`src/rtl/mac_bfm_pkg.sv`:
```
// rtl/mac_bfm_pkg.sv - shared constants and types for the MAC receive-side BFM
// Holds the frame generator FSM encoding, the fixed frame bytes, the CRC-32
// constants and the PRBS-8 generator definition used by generator and checker.
package mac_bfm_pkg;

    typedef enum logic [2:0] {
        ST_IDLE,
        ST_PRE,
        ST_SFD,
        ST_DATA,
        ST_FCS,
        ST_IFG
    } state_t;

    localparam logic [7:0]  PREAMBLE_BYTE = 8'h55;
    localparam logic [7:0]  SFD_BYTE      = 8'hD5;

    localparam logic [31:0] CRC_INIT      = 32'hFFFF_FFFF;
    localparam logic [31:0] CRC_RESIDUE   = 32'hDEBB_20E3;
    localparam logic [31:0] CRC_POLY_REF  = 32'hEDB8_8320;

    // x^8+x^6+x^5+x^4+1 as a left-shifting Fibonacci LFSR: feedback is the
    // parity of state bits 7,5,4,3 shifted into bit 0.
    localparam logic [7:0]  LFSR_TAPS     = 8'hB8;
    localparam logic [7:0]  LFSR_SEED     = 8'h01;

    function automatic logic [7:0] lfsr_next(input logic [7:0] cur);
        return {cur[6:0], ^(cur & LFSR_TAPS)};
    endfunction

endpackage

```
`src/rtl/crc32_d8.sv`:
```
// rtl/crc32_d8.sv - byte-wide reflected Ethernet CRC-32 register
// Ports: i_clk/i_rst (async active-high), i_init reloads CRC_INIT,
// i_en folds i_data into the state, o_crc is the raw (uncomplemented) state.
// Running it over data plus transmitted FCS leaves CRC_RESIDUE.
module crc32_d8
    import mac_bfm_pkg::*;
(
    input  logic        i_clk,
    input  logic        i_rst,
    input  logic        i_init,
    input  logic        i_en,
    input  logic [7:0]  i_data,
    output logic [31:0] o_crc
);

    logic [31:0] r_crc;
    logic [31:0] w_next;

    // LSB-first bit-serial division unrolled over one byte.
    always_comb begin
        w_next = r_crc ^ {24'h0, i_data};
        for (int i = 0; i < 8; i++) begin
            w_next = w_next[0] ? ((w_next >> 1) ^ CRC_POLY_REF) : (w_next >> 1);
        end
    end

    always_ff @(posedge i_clk or posedge i_rst) begin
        if (i_rst) begin
            r_crc <= CRC_INIT;
        end else if (i_init) begin
            r_crc <= CRC_INIT;
        end else if (i_en) begin
            r_crc <= w_next;
        end
    end

    assign o_crc = r_crc;

endmodule

```
`src/rtl/mii_frame_gen.sv`:
```
// rtl/mii_frame_gen.sv - MII/GMII receive-pin Ethernet frame generator
// Inputs: Rx_clk, reset (async active-high), start, mode (1=GMII 0=MII),
//         frm_len, pattern_sel (0=incrementing 1=PRBS-8), err_inject.
// Outputs: busy, done (pulse at first IFG cycle), frm_cnt, Rx_dv, Rx_er, Rxd.
// Frame: preamble, SFD, payload, complemented CRC-32 LSB first, then IFG.
module mii_frame_gen
    import mac_bfm_pkg::*;
#(
    parameter int PREAMBLE_LEN = 7,
    parameter int IFG_MIN      = 12,
    parameter int MAX_LEN      = 1518
)
(
    input  logic        Rx_clk,
    input  logic        reset,
    input  logic        start,
    input  logic        mode,
    input  logic [15:0] frm_len,
    input  logic        pattern_sel,
    input  logic        err_inject,
    output logic        busy,
    output logic        done,
    output logic [15:0] frm_cnt,
    output logic        Rx_dv,
    output logic        Rx_er,
    output logic [7:0]  Rxd
);

    localparam int IFG_W = $clog2(IFG_MIN + 1);

    state_t             r_state;
    state_t             w_next;
    logic               r_mode;
    logic               r_pat;
    logic               r_err;
    logic [15:0]        r_len;
    logic [15:0]        r_idx;
    logic               r_ph;
    logic [IFG_W-1:0]   r_ifg;
    logic [7:0]         r_lfsr;
    logic [15:0]        r_frm_cnt;

    logic               w_byte_end;
    logic [7:0]         w_byte;
    logic               w_dv;
    logic [31:0]        w_crc;
    logic [7:0]         w_fcs_byte;

    // A byte-time ends every cycle in GMII, on the high-nibble cycle in MII.
    assign w_byte_end = r_mode | r_ph;

    always_comb begin
        w_fcs_byte = 8'h00;
        case (r_idx[1:0])
            2'd0:    w_fcs_byte = ~w_crc[7:0];
            2'd1:    w_fcs_byte = ~w_crc[15:8];
            2'd2:    w_fcs_byte = ~w_crc[23:16];
            default: w_fcs_byte = ~w_crc[31:24];
        endcase
    end

    always_comb begin
        w_next = r_state;
        w_byte = 8'h00;
        w_dv   = 1'b0;
        case (r_state)
            ST_IDLE: begin
                if (start && frm_len != 16'd0) w_next = ST_PRE;
            end
            ST_PRE: begin
                w_dv   = 1'b1;
                w_byte = PREAMBLE_BYTE;
                if (w_byte_end && r_idx == 16'(PREAMBLE_LEN - 1)) w_next = ST_SFD;
            end
            ST_SFD: begin
                w_dv   = 1'b1;
                w_byte = SFD_BYTE;
                if (w_byte_end) w_next = ST_DATA;
            end
            ST_DATA: begin
                w_dv   = 1'b1;
                w_byte = r_pat ? r_lfsr : r_idx[7:0];
                if (w_byte_end && r_idx == r_len - 16'd1) w_next = ST_FCS;
            end
            ST_FCS: begin
                w_dv   = 1'b1;
                w_byte = w_fcs_byte;
                if (w_byte_end && r_idx == 16'd3) w_next = ST_IFG;
            end
            ST_IFG: begin
                if (w_byte_end && r_ifg == IFG_W'(IFG_MIN - 1)) w_next = ST_IDLE;
            end
            default: w_next = ST_IDLE;
        endcase
    end

    always_ff @(posedge Rx_clk or posedge reset) begin
        if (reset) begin
            r_state   <= ST_IDLE;
            r_mode    <= 1'b0;
            r_pat     <= 1'b0;
            r_err     <= 1'b0;
            r_len     <= 16'd0;
            r_idx     <= 16'd0;
            r_ph      <= 1'b0;
            r_ifg     <= '0;
            r_lfsr    <= LFSR_SEED;
            r_frm_cnt <= 16'd0;
        end else begin
            r_state <= w_next;
            if (r_state == ST_IDLE) begin
                r_ph  <= 1'b0;
                r_idx <= 16'd0;
                r_ifg <= '0;
                if (w_next == ST_PRE) begin
                    r_mode <= mode;
                    r_pat  <= pattern_sel;
                    r_err  <= err_inject;
                    r_len  <= (frm_len > 16'(MAX_LEN)) ? 16'(MAX_LEN) : frm_len;
                    r_lfsr <= LFSR_SEED;
                end
            end else begin
                r_ph <= r_mode ? 1'b0 : ~r_ph;
                if (w_byte_end) begin
                    // Byte index restarts at every state boundary.
                    r_idx <= (w_next != r_state) ? 16'd0 : r_idx + 16'd1;
                    if (r_state == ST_DATA) r_lfsr <= lfsr_next(r_lfsr);
                    if (r_state == ST_IFG)  r_ifg  <= r_ifg + IFG_W'(1);
                    if (r_state == ST_FCS && w_next == ST_IFG) begin
                        r_frm_cnt <= r_frm_cnt + 16'd1;
                    end
                end
            end
        end
    end

    crc32_d8 u_crc (
        .i_clk  (Rx_clk),
        .i_rst  (reset),
        .i_init (r_state == ST_IDLE),
        .i_en   (r_state == ST_DATA && w_byte_end),
        .i_data (w_byte),
        .o_crc  (w_crc)
    );

    assign busy    = (r_state != ST_IDLE);
    assign done    = (r_state == ST_IFG) && (r_ifg == '0) && !r_ph;
    assign frm_cnt = r_frm_cnt;
    assign Rx_dv   = w_dv;
    assign Rx_er   = (r_state == ST_DATA) && r_err && (r_idx == (r_len >> 1));
    assign Rxd     = r_mode ? w_byte : {4'h0, (r_ph ? w_byte[7:4] : w_byte[3:0])};

endmodule

```
`config.mk`:
```
export PLATFORM = sky130hd
export DESIGN_NAME = mii_frame_gen
export DESIGN_NICKNAME = d
export VERILOG_FILES = /design/src/rtl/mac_bfm_pkg.sv /design/src/rtl/crc32_d8.sv /design/src/rtl/mii_frame_gen.sv
export SDC_FILE = /design/constraint.sdc
export NUM_CORES = 1
export LEC_CHECK = 0
export BUFFER_PORTS_ARGS = -buffer_cell sky130_fd_sc_hd__buf_2
export CORE_UTILIZATION = 61
export DETAILED_ROUTE_END_ITERATION = 12
export GPL_ROUTABILITY_DRIVEN = 0
export PLACE_DENSITY = 0.86
export SYNTH_ARGS = -nofsm -noshare
export SYNTH_HDL_FRONTEND = slang
export SYNTH_SLANG_ARGS = --single-unit
```
`constraint.sdc`:
```
create_clock -name Rx_clk -period 3.95 [get_ports Rx_clk]
set_input_delay 0.79 -clock Rx_clk [delete_from_list [all_inputs] [get_ports Rx_clk]]
set_output_delay 0.79 -clock Rx_clk [all_outputs]
set_load 0.02 [all_outputs]
```
==> results of run 1 <==
synth_stat cells (all sizes together), types with 4 or more instances:
library cell,count
clkbuf,32
nand3,30
nand2b,8
a22o,7
nor3,37
nand3b,4
o21ai,39
or2,6
nand2,50
dfrtp,66
buf,15
a211oi,4
and3,14
o211ai,4
dfstp,33
and2,11
o41ai,8
xor2,40
a21oi,38
o22a,7
nor2b,33
inv,16
nor4,11
o22ai,11
mux2,4
or4,6
xnor2,83
ha,8
nor2,29
nand4,14
mux2i,7
logic make-up (layout without fill, tap and decap cells):
family / count (synthesis) / after routing / synth area share
flip-flops: 99 / 99 / 0.3743
multiplexers: 11 / 11 / 0.01711
AO/OA/AOI/OAI: 140 / 140 / 0.1396
XOR/XNOR: 126 / 126 / 0.1921
AND/OR/NAND/NOR: 270 / 270 / 0.2239
buffers and inverters: 63 / 87 / 0.03812
adder cells (fa/ha/maj): 8 / 8 / 0.01488
cell type report:
| cell class | instances | share of cell area |
|---|---|---|
| multi-input combinational | 555 | 0.5516 |
| sequential | 99 | 0.3503 |
| timing repair buffer | 55 | 0.04037 |
| tap | 136 | 0.02366 |
| clock buffer | 9 | 0.01723 |
| inverter | 16 | 0.008700 |
| clock inverter | 7 | 0.008178 |
registers in the layout, indices dropped and copies added (netlist names):
register	count
u_crc.o_crc	32
frm_cnt	16
r_idx	16
r_len	16
r_lfsr	8
r_ifg	4
r_state	3
r_err	1
r_mode	1
r_pat	1
r_ph	1
through the flow:
stage          instance area, sq um  utilization  cells  total power [mW]
4_1_cts                        7191       0.6842    877             1.696
3_3_place_gp                   7008       0.6669    861             1.069
5_1_grt                        7191       0.6842    877             1.735
3_5_place_dp                   7008       0.6669    861             1.071
6_report                       7191       0.6842    877             1.685
2_1_floorplan                  6729            -    717             1.050
power groups by stage:
stage | clock (mW) | sequential [mW] | combinational [mW]
2_1_floorplan | 0 | 1.03 | 0.0170
3_3_place_gp | 0 | 1.03 | 0.0362
3_5_place_dp | 0 | 1.03 | 0.0377
4_1_cts | 0.643 | 1.01 | 0.0378
5_1_grt | 0.678 | 1.01 | 0.0425
6_report | 0.635 | 1.01 | 0.0361
layer usage:
layer	vias to the layer above	global-route usage	share of wire
met1	2737	0.4187	0.42
met5	-	0	0
met3	46	0.05593	0.088
met4	0	0.1360	0.029
met2	299	0.4728	0.46
li1	2571	-	-
placed cells by master (no fill, tap or decap), types with 4 or more instances in the layout:
master	instances
o22ai_1	7
nor2b_1	33
o41ai_1	8
nand2b_1	8
a21oi_1	38
o22ai_2	4
xnor2_1	77
o22a_1	7
o211ai_1	4
xor2_1	34
clkbuf_8	9
dfrtp_1	66
dfstp_2	33
xnor2_2	4
inv_1	15
o21ai_0	21
buf_4	6
nand2_1	48
nand3b_1	4
a22o_1	7
mux2_2	4
or4_1	5
nand4_1	13
and2_1	11
nor4_1	9
nand3_1	30
o21ai_1	18
nor3_1	36
a211oi_1	4
and3_1	14
mux2i_1	7
buf_2	49
ha_1	8
nor2_1	27
worst paths after layout:
check	start	endpoint	slack (ns)
min in group asynchronous	reset	r_state[0]	0.62
worst max-delay path	r_len[0]	r_idx[2]	0.36
max in group asynchronous	reset	u_crc.o_crc[6]	2.47
worst min-delay path	frm_cnt[15]	frm_cnt[15]	0.47
worst max register to register	r_len[0]	r_idx[2]	0.36
worst min register to register	frm_cnt[15]	frm_cnt[15]	0.47
==> flow_metrics.env, run 1 <==
export IMPL_maxCapViolations=0
export IMPL_wl_per_cell_um=18.66
export IMPL_synth_ff_type="dfrtp_1"
export IMPL_rows=37
export IMPL_antenna_cells=0
export IMPL_antenna_found_initial=0
export IMPL_grt_pass1_vias=5398
export IMPL_intPower_mw=1.263
export IMPL_pwr_share_clk=0.377
export IMPL_synth_seq_area_share=0.3743
export IMPL_fin_crit_sh=0.9097
export IMPL_drt_iter0_markers=552
export IMPL_n_fill_cell=803
export IMPL_synth_top_cell_area_share=0.2454
export IMPL_max_slew_margin_rel=0.3342
export IMPL_p_sw_frac=0.2503
export IMPL_cts_buffers=9
export IMPL_worstPathRequired_ns=4.22
export IMPL_drt_total_wl_um=16370
export IMPL_cp_common_cell="nand2_1"
export IMPL_synthCells=717
export IMPL_dp_slack_ns=0.4299
export IMPL_end_kind="flop"
export IMPL_netlist_top_cells_area="dfrtp_1 25%, dfstp_2 13%, xnor2_1 10%"
export IMPL_tightest_slew_ns=0.9987
export IMPL_worst_setup_path_start_kind="flop"
export IMPL_fmax_mhz=278.3
export IMPL_hold_violations=0
export IMPL_core_area_sq_um=10510
export IMPL_p_per_area_nw_per_um2=234.4
export IMPL_crit_cells=10
export IMPL_regArea_sq_um=2519
export IMPL_slowest_stage="a2111oi_0"
export IMPL_path_buf_inv=1
export IMPL_drv_slew=0
export IMPL_synthesis_nets=747
export IMPL_path_class="reg -> reg"
export IMPL_h_tree_depth=3
export IMPL_drive_gt1_frac=0.1903
export IMPL_io_buffers=49
export IMPL_route_detailed_drc=0
export IMPL_grt_max_degree=83
export IMPL_seqPwrFrac=0.602
export IMPL_clk_path_buf_depth=2
export IMPL_hold_depth=1
export IMPL_drt_pre_antenna_iters=6
export IMPL_ctsResizeCount=0
export IMPL_nets=766
export IMPL_io_pins=50
export IMPL_via_per_inst=6.446
export IMPL_fin_ws_ns=0.3566
export IMPL_critPathArrivalTime_ns=3.86
export IMPL_setup_viol=0
export IMPL_overflow=0
export IMPL_cts_tree="yes"
export IMPL_initial_core_util=0.6403
export IMPL_yosysWarnings=0
export IMPL_grt_use_total=0.3055
export IMPL_cts_hold_buffers=0
export IMPL_fin_worst_skew_ns=0.01110
export IMPL_synth_seq_cells=99
export IMPL_num_vias=5653
export IMPL_syn_area_sq_um=6729
export IMPL_syn_avg_cell_area_sq_um=9.385
export IMPL_clockRootBuffer="clkbuf_8"
export IMPL_synth_enable_flop_cells=0
export IMPL_status="complete, no violations"
export IMPL_dpl_hpwl_um=11670
export IMPL_die_area_sq_um=11460
export IMPL_yosys_area_top_type="dfrtp_1"
export IMPL_cts_setup_buffers=0
export IMPL_ant_nets=0
export IMPL_crit_path_cell_trace="inv_1 > ha_1 > or3b_1 > nor4b_1 > nand2_1 > a2111oi_0 > and4b_1 > nand4b_2 > nand2_1 > o22ai_1"
export IMPL_async_flop_share=1.000
export IMPL_max_stage_delay_ns=0.56
export IMPL_holdCritPathClass="reg -> reg"
export IMPL_power_leakage_nw=3.031
export IMPL_period_needed_ns=3.593
export IMPL_multi_input_comb_area_sq_um=3966
export IMPL_dieHeight_um=107.0
export IMPL_p_comb_frac=0.021
export IMPL_die_w_um=107.0
export IMPL_ff2ff_path_depth=10
export IMPL_cts_sinks=99
export IMPL_switchingPower_uw=421.9
export IMPL_final_setup_tns_ns=0
export IMPL_clock_latency_ns=0.39
export IMPL_crit_family="simple AND/OR/NAND/NOR gates"
export IMPL_area_growth_pct=6.861
export IMPL_ys_types=78
export IMPL_hold_ws_ns=0.4718
export IMPL_rsz0062_at_grt="no"
export IMPL_ir_drop_uv=241.0
export IMPL_cts_clk_slew_worst_paths_ns=0.11
export IMPL_grt_first_pass_wirelength_um=27110
export IMPL_crit_fanout=15
Note: power is estimated with default switching activity, not from simulation.
==> run 2, diff against run 1 <==
CORE_MARGIN = 2   (was not set)
==> run 2 against run 1 <==
Net effect: clock power increased by 22%; non-clock buffer count unchanged; cell count increased by 0.46%; count of clock-buffer cells in the layout increased by 2; hold slack improved by 0.0047 ns; design area increased by 0.82%; flip-flop and latch count unchanged; sequential power about the same; global-route usage increased by 0.20 points; total power increased by 8.5%; combinational power increased by 3%; critical path type unchanged; critical endpoint is now r_idx[12].
==> flow_metrics.env, run 2 (synthesis gave the netlist of run 1 again) <==
export IMPL_status="complete, no violations"
export IMPL_drt_total_wl_um=17360
export IMPL_wl_per_cell_um=19.70
export IMPL_rsz0062_at_grt="no"
export IMPL_maxCapViolations=0
export IMPL_area_growth_pct=7.735
export IMPL_grt_first_pass_wirelength_um=28280
export IMPL_p_per_area_nw_per_um2=252.2
export IMPL_critPathArrivalTime_ns=3.93
export IMPL_gr_usage_met3=0.05439
export IMPL_cts_tree="yes"
export IMPL_holdCritPathClass="reg -> reg"
export IMPL_ir_drop_uv=251.2
export IMPL_drive_gt1_frac=0.1903
export IMPL_die_area_sq_um=11890
export IMPL_crit_path_cell_trace="inv_1 > ha_1 > or3b_1 > nor4b_1 > nand2_1 > a2111oi_0 > and4b_1 > nand4b_2 > nand2_1 > o211ai_1"
export IMPL_hold_violations=0
export IMPL_dpl_instance_area_sq_um=7013
export IMPL_max_slew_margin_rel=0.3097
export IMPL_initial_core_util=0.6235
export IMPL_grt_pass1_vias=5710
export IMPL_top_usage_layer="met2"
export IMPL_end_kind="flop"
export IMPL_largest_reg_flops=32
export IMPL_io_buffers=49
export IMPL_final_core_util=0.6717
export IMPL_clock_latency_ns=0.39
export IMPL_rows=38
export IMPL_route_detailed_drc=0
export IMPL_cts_clk_slew_worst_paths_ns=0.10
export IMPL_fmax_mhz=273.6
export IMPL_drt_pre_antenna_iters=7
export IMPL_clk_path_buf_depth=2
export IMPL_dieHeight_um=109.0
export IMPL_cts_hold_buffers=0
export IMPL_antenna_found_initial=0
export IMPL_intPower_mw=1.418
export IMPL_path_class="reg -> reg"
export IMPL_grt_max_degree=83
export IMPL_use_met1=0.4072
export IMPL_n_fill_cell=827
export IMPL_num_vias=5753
export IMPL_seqPwrFrac=0.555
export IMPL_cts_sinks=99
export IMPL_tightest_slew_ns=1.036
export IMPL_io_pins=50
export IMPL_drt_iter0_markers=770
export IMPL_final_area_sq_um=7249
export IMPL_fin_ws_ns=0.2955
export IMPL_ant_nets=0
export IMPL_p_sw_frac=0.2244
export IMPL_ctsResizeCount=0
export IMPL_nets=766
export IMPL_switchingPower_uw=410.3
export IMPL_cts_buffers=9
export IMPL_power_leakage_nw=3.054
export IMPL_period_needed_ns=3.655
export IMPL_max_stage_delay_ns=0.53
export IMPL_antenna_cells=0
export IMPL_final_cell_mix="77 x xnor2_1, 66 x dfrtp_1, 49 x buf_2"
export IMPL_clockRootBuffer="clkbuf_8"
export IMPL_grt_use_total=0.3075
export IMPL_drv_slew=0
export IMPL_via_per_inst=6.530
export IMPL_final_setup_tns_ns=0
export IMPL_fin_crit_sh=0.9252
export IMPL_p_comb_frac=0.020
export IMPL_cts_setup_buffers=0
export IMPL_pwr_share_clk=0.425
export IMPL_hold_ws_ns=0.4765
export IMPL_fin_worst_skew_ns=0.01512
export IMPL_slowest_stage="a2111oi_0"
export IMPL_overflow=0
export IMPL_core_area_sq_um=10790
export IMPL_crit_fanout=15
export IMPL_dp_slack_ns=0.4222
export IMPL_worst_setup_path_start_kind="flop"
export IMPL_cp_common_cell="nand2_1"
export IMPL_worstPathRequired_ns=4.22
export IMPL_use_met2=0.4951
export IMPL_h_tree_depth=3
export IMPL_dpl_hpwl_um=12160
export IMPL_setup_viol=0
export IMPL_final_common_cell="xnor2_1"
export IMPL_die_w_um=109.0
-- run 2: area by class of cell --
type                            count  area (sq um)  share of cell area
Multi-Input combinational cell    555          3966              0.5471
Clock inverter                      5         85.08             0.01174
Sequential cell                    99          2519              0.3474
Tap cell                          140         175.2             0.02416
Clock buffer                       11         151.4             0.02088
Inverter                           16         62.56            0.008630
Timing Repair Buffer               55         290.3             0.04004
-- run 2: layer usage --
layer | up-vias | share of wire
li1 | 2571 | -
met1 | 2774 | 0.40
met2 | 343 | 0.47
met3 | 65 | 0.091
met4 | 0 | 0.033
met5 | - | 0
-- run 2: worst paths after layout --
check                      slack, ns        start              end  depth (start not counted)
max in group asynchronous       2.45        reset  u_crc.o_crc[22]                          3
hold reg to reg                 0.48  frm_cnt[15]      frm_cnt[15]                          1
min in group asynchronous       0.64        reset         r_ifg[1]                          2
setup reg to reg                0.30     r_len[0]        r_idx[12]                         10
hold / removal                  0.48  frm_cnt[15]      frm_cnt[15]                          1
setup / recovery                0.30     r_len[0]        r_idx[12]                         10
-- run 2: through the flow --
stage	std cells	power (mW)
final	881	1.828
after global routing	881	1.872
after CTS	881	1.832
after detailed placement	865	1.072
after global placement	865	1.070
after floorplan	717	1.050
-- run 2: worst max-delay path, delay by kind of cell (launching register included) --
kind                     cells  cell delay, ns
buffers and inverters        1            0.11
AND/OR/NAND/NOR              6            2.07
adder cells (fa/ha/maj)      1            0.26
AO/OA/AOI/OAI                2            0.66
flip-flops                   1            0.45
-- run 2: power groups by stage --
stage / Sequential (mW) / Combinational (mW) / Clock [mW]
global route: 1.01 / 0.0429 / 0.815
floorplan: 1.03 / 0.0170 / 0
finish: 1.01 / 0.0372 / 0.777
CTS: 1.01 / 0.0386 / 0.779
detailed placement: 1.03 / 0.0385 / 0
global placement: 1.03 / 0.0369 / 0
==> run 3, diff against run 2 <==
CORE_UTILIZATION = 63   (was 61)
CTS_BUF_LIST = sky130_fd_sc_hd__clkbuf_4 sky130_fd_sc_hd__clkbuf_8   (was not set)
PLACE_DENSITY = 0.88   (was 0.86)
SLEW_MARGIN = 20   (was not set)
==> run 3 against run 2 <==
Net effect: register-to-register slack improved by 0.11 ns; clock skew rose by 0.0043 ns; global-route usage rose by 0.49 points; critical path type is now reg -> out.
==> flow_metrics.env, run 3 (synthesis gave the netlist of run 1 again) <==
export IMPL_drv_slew=0
export IMPL_antenna_found_initial=0
export IMPL_via_per_inst=6.552
export IMPL_clk_path_buf_depth=2
export IMPL_initial_core_util=0.6489
export IMPL_grt_max_degree=74
export IMPL_overflow=0
export IMPL_crit_path_cell_trace="inv_1 > ha_1 > nor2b_1 > o41ai_1 > o22ai_1 > mux2_2 > buf_2"
export IMPL_route_detailed_drc=0
export IMPL_holdCritPathClass="reg -> reg"
export IMPL_clockRootBuffer="clkbuf_8"
export IMPL_die_w_um=107.4
export IMPL_clock_latency_ns=0.41
export IMPL_drive_gt1_frac=0.1914
export IMPL_fin_crit_sh=0.9253
export IMPL_rows=37
export IMPL_setup_viol=0
export IMPL_final_cell_mix="77 x xnor2_1, 66 x dfrtp_1, 49 x buf_2"
export IMPL_wl_per_cell_um=19.42
export IMPL_ctsResizeCount=0
export IMPL_core_area_sq_um=10370
export IMPL_drt_pre_antenna_iters=5
export IMPL_status="complete, no violations"
export IMPL_antenna_cells=0
export IMPL_final_setup_tns_ns=0
export IMPL_grt_use_total=0.3124
export IMPL_slowest_stage="dfrtp_1"
export IMPL_ff2ff_path_depth=10
export IMPL_drt_total_wl_um=17060
export IMPL_largest_reg_flops=32
export IMPL_worstPathRequired_ns=3.16
export IMPL_power_leakage_nw=3.032
export IMPL_h_tree_depth=3
export IMPL_fin_worst_skew_ns=0.01943
export IMPL_area_growth_pct=6.880
export IMPL_worst_setup_path_start_kind="flop"
export IMPL_p_per_area_nw_per_um2=233.4
export IMPL_ir_drop_uv=245.1
export IMPL_fin_cells=878
export IMPL_dpl_hpwl_um=12160
export IMPL_fmax_mhz=273.6
export IMPL_hold_ws_ns=0.4834
export IMPL_nets=767
export IMPL_drt_iter0_markers=689
export IMPL_fin_ws_ns=0.2950
export IMPL_num_vias=5753
export IMPL_dp_cells=862
export IMPL_dieHeight_um=107.4
export IMPL_crit_fanout=9
export IMPL_final_common_cell="xnor2_1"
export IMPL_cts_clk_slew_worst_paths_ns=0.10
export IMPL_end_kind="output pin"
export IMPL_path_class="reg -> out"
export IMPL_critPathArrivalTime_ns=2.87
export IMPL_die_area_sq_um=11520
export IMPL_hold_depth=1
export IMPL_dp_slack_ns=0.4713
export IMPL_hold_violations=0
export IMPL_cts_tree="yes"
export IMPL_max_slew_margin_rel=0.3813
export IMPL_io_pins=50
export IMPL_cts_sinks=99
export IMPL_cts_hold_buffers=0
export IMPL_max_stage_delay_ns=0.58
export IMPL_grt_first_pass_wirelength_um=28030
export IMPL_cts_buffers=9
export IMPL_maxCapViolations=0
export IMPL_cts_setup_buffers=0
export IMPL_rsz0062_at_grt="no"
export IMPL_tightest_slew_ns=0.9280
export IMPL_ant_nets=0
export IMPL_io_buffers=49
export IMPL_final_core_util=0.6935
export IMPL_grt_pass1_vias=5662
export IMPL_period_needed_ns=3.655
[run 3: cell types whose count changed in the layout (fill, tap and decap cells not counted), sizes merged]
cell,change
buf,+1
clkinv,+3
bufinv,-2
clkbuf,-2
inv,+1
[run 3: path summary, 6_finish.rpt]
path | from | to | slack, ns
max reg2reg | r_len[0] | r_idx[12] | 0.41
min in group asynchronous | reset | r_state[1] | 0.57
min reg2reg | frm_cnt[15] | frm_cnt[15] | 0.48
min | frm_cnt[15] | frm_cnt[15] | 0.48
max | r_idx[0] | Rxd[2] | 0.29
max in group asynchronous | reset | u_crc.o_crc[12] | 2.45
[run 3: area by class of cell]
cell class | instances | area [sq um]
repair buffers | 56 | 297.8
multi-input cells | 555 | 3966
flip-flops and latches | 99 | 2519
inverters | 16 | 62.56
fillers | 809 | 3178
clock buffers | 9 | 123.9
clock inverters | 7 | 52.55
well taps | 136 | 170.2
[run 3: layer usage]
metal  track usage  up-vias  routed length [um]
met5             0        -                   0
met4        0.1511        0                 561
met3       0.07264       61                1519
met2        0.4937      322                7904
met1        0.4060     2800                7070
li1              -     2570                   -
[run 3: worst max-delay path: cells and delay by family (launching register included)]
family                   cells  cell delay [ns]
buffers and inverters        2             0.29
multiplexers                 1             0.35
AND/OR/NAND/NOR              1             0.17
AO/OA/AOI/OAI                2             0.73
adder cells (fa/ha/maj)      1             0.33
flip-flops                   1             0.58
[run 3: where the power goes]
group,switching (mW),internal (mW),leakage [nW],total (mW)
sequential,0,1.01,1.21,1.01
clock,0.395,0.232,0.0896,0.627
combinational,0.0271,0.00970,1.73,0.0368
total,0.422,1.26,3.03,1.68
[run 3: metrics by stage]
stage,instance area [sq um],power (mW)
CTS,7192,1.687
finish,7192,1.678
global placement,7015,1.070
global route,7192,1.731
floorplan,6729,1.050
detailed placement,7015,1.071
